===== src/rtl/gray_seq_pkg.sv =====
// Shared types and helpers for the Gray-code burst sequencer.
package gray_seq_pkg;

    localparam int unsigned DEFAULT_WIDTH = 8;
    localparam int unsigned MAX_WIDTH     = 32;

    typedef enum logic [1:0] {
        IDLE  = 2'd0,
        RUN   = 2'd1,
        PAUSE = 2'd2,
        DONE  = 2'd3
    } state_t;

    // Callers cast to and from their own width, which must not exceed MAX_WIDTH
    function automatic logic [MAX_WIDTH-1:0] bin2gray(input logic [MAX_WIDTH-1:0] bin);
        return bin ^ (bin >> 1);
    endfunction

endpackage


===== src/rtl/gray_encode.sv =====
// Combinational binary-to-Gray conversion; the output register lives in the caller.
module gray_encode
    import gray_seq_pkg::*;
#(
    parameter int unsigned WIDTH = DEFAULT_WIDTH
) (
    input  logic [WIDTH-1:0] bin,
    output logic [WIDTH-1:0] gray
);

    assign gray = WIDTH'(bin2gray(MAX_WIDTH'(bin)));

endmodule


===== src/rtl/gray_seq_ctrl.sv =====
// Burst sequencer emitting one registered Gray code per cycle with pause/abort/done.
// Define GRAY_SEQ_DIR_EN to add the start_dir port for down-counting bursts.
module gray_seq_ctrl
    import gray_seq_pkg::*;
#(
    parameter int unsigned WIDTH = DEFAULT_WIDTH
) (
    input  logic             clk,
    input  logic             rst,
    input  logic             start_valid,
    output logic             start_ready,
    input  logic [WIDTH-1:0] start_base,
    input  logic [WIDTH-1:0] start_len,
`ifdef GRAY_SEQ_DIR_EN
    input  logic             start_dir,
`endif
    input  logic             pause,
    input  logic             abort,
    output logic [WIDTH-1:0] gray_out,
    output logic             gray_valid,
    output logic             busy,
    output logic             done
);

    state_t           state;
    logic [WIDTH-1:0] cnt;
    logic [WIDTH-1:0] rem;
    logic [WIDTH-1:0] cnt_gray;
    logic [WIDTH-1:0] cnt_next;

    gray_encode #(.WIDTH(WIDTH)) u_encode (
        .bin  (cnt),
        .gray (cnt_gray)
    );

`ifdef GRAY_SEQ_DIR_EN
    logic dir;
    assign cnt_next = dir ? (cnt - WIDTH'(1)) : (cnt + WIDTH'(1));
`else
    assign cnt_next = cnt + WIDTH'(1);
`endif

    assign start_ready = (state == IDLE);
    assign busy        = (state != IDLE);

    // Abort beats pause beats emit; a burst ends after the code emitted with rem == 0
    always_ff @(posedge clk or posedge rst) begin
        if (rst) begin
            state      <= IDLE;
            cnt        <= '0;
            rem        <= '0;
            gray_out   <= '0;
            gray_valid <= 1'b0;
            done       <= 1'b0;
`ifdef GRAY_SEQ_DIR_EN
            dir        <= 1'b0;
`endif
        end else begin
            gray_valid <= 1'b0;
            done       <= 1'b0;
            case (state)
                IDLE: begin
                    if (start_valid) begin
                        cnt   <= start_base;
                        rem   <= start_len;
`ifdef GRAY_SEQ_DIR_EN
                        dir   <= start_dir;
`endif
                        state <= RUN;
                    end
                end
                RUN: begin
                    if (abort) begin
                        state <= DONE;
                    end else if (pause) begin
                        state <= PAUSE;
                    end else begin
                        gray_out   <= cnt_gray;
                        gray_valid <= 1'b1;
                        cnt        <= cnt_next;
                        rem        <= rem - WIDTH'(1);
                        if (rem == '0) begin
                            state <= DONE;
                        end
                    end
                end
                PAUSE: begin
                    if (abort) begin
                        state <= DONE;
                    end else if (!pause) begin
                        state <= RUN;
                    end
                end
                DONE: begin
                    done  <= 1'b1;
                    state <= IDLE;
                end
                default: state <= IDLE;
            endcase
        end
    end

endmodule

===== config.mk =====
export PLATFORM = sky130hd
export DESIGN_NAME = gray_seq_ctrl
export DESIGN_NICKNAME = d
export VERILOG_FILES = /design/src/rtl/gray_seq_pkg.sv /design/src/rtl/gray_encode.sv /design/src/rtl/gray_seq_ctrl.sv
export SDC_FILE = /design/constraint.sdc
export NUM_CORES = 1
export LEC_CHECK = 0
export BUFFER_PORTS_ARGS = -buffer_cell sky130_fd_sc_hd__buf_2
export CORE_UTILIZATION = 48
export DETAILED_ROUTE_END_ITERATION = 10
export PLACE_DENSITY = 0.8
export SYNTH_ARGS = -nofsm -noshare
export SYNTH_HDL_FRONTEND = slang
export SYNTH_SLANG_ARGS = --single-unit

===== constraint.sdc =====
create_clock -name clk -period 2.2 [get_ports clk]
set_clock_uncertainty 0.05 [all_clocks]
set_input_delay 0.44 -clock clk [delete_from_list [all_inputs] [get_ports clk]]
set_output_delay 0.44 -clock clk [all_outputs]
set_load 0.01 [all_outputs]

==> impl_metrics.yaml <==
grt:
  grt-ovfl-total: 0
  grt_use_total_pct: 22.2
  grt_pass1_vias: 1344
  grt_use_met3_pct: 2.48
  antenna_found_initial: 0
  use_met2_pct: 36.0
  grt_max_degree: 29
  top_usage_layer: "met2"
  grtUsageMet1_pct: 32.4
  grt_pass1_wl_mm: 6.21
placed_design:
  dp_hpwl_mm: 2.78
  port_buffers: 32
  dp.cells: 250
  placed_area_sq_um: 1930
  pre_cts_ws_ps: 318
  globalplace.congestion: 0.857
synthesis:
  synthDistinctLibCells: 45
  syn_area_per_cell_sq_um: 9.80
  yosys-mux-area-fraction_pct: 1.74
  synth_simple_gate_area_share_pct: 23.9
  yosys-top-cells-count: "nand2_1 (29), dfrtp_1 (28), a22oi_1 (8), ha_1 (8), o22ai_1 (8)"
  synth.most_common_cell: "nand2_1"
  synth_compound_area_share_pct: 21.0
  synth_area_sq_um: 1730
  async_flop_share_pct: 100
  ys.warnings.count: 0
  yosysTopAreaCell: "dfrtp_1"
  synthAdderAreaFrac_pct: 5.80
  synth_top_flop_cell: "dfrtp_1"
  synth_edf_count: 0
  synth-seq-cells: 28
  synth.area.top_cells: "dfrtp_1 (41%), nand2_1 (6.3%), ha_1 (5.8%)"
  syn_nets: 205
  synth_top_family_by_area: "simple AND/OR/NAND/NOR gates"
  yosys.area_share.xor_xnor_pct: 0.508
  synth_top_cell_area_share_pct: 40.6
  ys_seq_area_share_pct: 40.6
  syn-instance-count: 176
floorplanning:
  fp.coreArea_sq_um: 3390
  fp.dieH_um: 62.0
  die_x_um: 62.0
  row_count: 21
  ioPinCount: 33
  die_area_sq_um: 3840
  initial_core_util_pct: 50.9
routing:
  avgViaCountPerCell: 5.69
  finalWirelength_mm: 3.85
  wl_per_cell_um: 15.2
  drtPass1Iterations: 4
  drc: 0
  num_vias: 1440
  drt_iter0_drc: 112
  drtAntennaViolNets: 0
clocking:
  cts_made_buffers: 3
  cts-resized-gates: 0
  root_buffer: "clkbuf_4"
  cts_sinks: 28
  hold_buffers: 0
  clk_path_buf_depth: 2
  clkTransAtPathRegs_ps: 150
  clk_latency_ps: 320
  htreeDepth: 1
  cts_tree: "done"
  post_cts_buffers: 0
final_layout:
  final_util_pct: 57.5
  synthToLayoutAreaGrowth_pct: 13.0
  antenna_cells: 0
  fill_cells: 306
  finalNonFillerCells: 253
  nets: 238
  final_cell_area_sq_um: 1950
  drive_above_1_share_pct: 27.5
critical_path:
  crit_required_ps: 1710
  end_kind: "output pin"
  cpPeakStageDelay_ps: 550
  path_cells: "buf_4 > or2_2 > inv_1 > buf_2"
  critPathLaunchType: "flip-flop"
  critPathTopFamily: "flip-flops"
  critical_path_class: "reg -> out"
  crit_slowest_cell: "dfrtp_1"
  worstPathMaxFanout: 12
  cp_num_buf_inv: 3
  cp_data_arrival_time_ps: 1580
power:
  leakage_nw: 0.917
  power_density_nw_per_um2: 1380
  max-vdd-ir-drop_mv: 0.607
  power.total_mw: 2.69
timing:
  max-slew-margin-rel_pct: 67.6
  timing.fmax_mhz: 483
  setup_ws_ps: 128
  rsz0062_at_grt: "false"
  fin_tns_setup_ps: 0
  fin_crit_sh_pct: 94.2
  fin_hold_ws_ps: 98.0
  min_period_ps: 2070
  finalMaxSlewViolations: 0
  tightest_slew_ps: 482
  setup_viol: 0
  hold_violations: 0
worst_hold_path:
  hold_path.class: "in -> async"
run:
  drv_cap: 0
outcome:
  status: "finished clean"
layout make-up:
class	instances	area (sq um)	share of cell area [%]
sequential	28	701	35.9
inverter	8	35.0	1.80
clock buffer	3	22.5	1.16
timing repair buffer	40	220	11.3
tap	46	57.6	2.95
multi-input combinational	128	913	46.9
where the power goes:
part	leakage [nW]	internal, mW	switching [mW]	total [mW]
Sequential	0.341	0.751	0.310	1.06
Combinational	0.562	0.684	0.738	1.42
Clock	0.0138	0.0641	0.147	0.211
kinds of logic (layout without fill, tap and decap cells):
group | after synthesis | count (layout)
xor+xnor | 1 | 1
compound gates | 45 | 45
simple gates | 71 | 71
mux | 3 | 3
buf+inv | 20 | 51
flops | 28 | 28
fa+ha+maj | 8 | 8
state kept, by name, indices dropped and copies added (netlist names):
register	cells
cnt	8
done	1
gray_out	8
gray_valid	1
rem	8
state	2
worst reg2reg max path, stage by stage, from the launching register on:
cell and delay (ps):
dfrtp_1 550, buf_4 240, or3b_2 610, nand2_1 230
a31oi_1 110
worst paths after layout:
check                               from  slack (ps)  depth (start not counted)           to
setup / recovery                state[1]         130                          4  start_ready
hold / removal                       rst         100                          3   gray_valid
setup reg to reg                state[1]         310                          4       cnt[1]
hold reg to reg              gray_out[0]         450                          2  gray_out[0]
max in group asynchronous            rst        1730                          3         done
min in group clk           start_base[1]         320                          3       cnt[1]
per-layer routing:
layer | wire length, um | up-vias
met1 | 1910 | 686
li1 | - | 712
met4 | 17 | 0
met2 | 1780 | 40
met3 | 154 | 2
met5 | 0 | -
layout by cell type, fill, tap and decap left out, types with 4 or more instances in the layout:
master | synthesis | routed
buf_2 | 1 | 32
nand2_1 | 29 | 29
dfrtp_1 | 28 | 28
o22ai_1 | 8 | 8
a22oi_1 | 8 | 8
ha_1 | 8 | 8
buf_4 | 0 | 8
inv_1 | 7 | 7
o2bb2ai_1 | 6 | 6
nand3_1 | 6 | 6
nor3b_1 | 6 | 6
nor3_1 | 5 | 5
o211ai_1 | 4 | 4
Power figures use the tool's default switching activity.
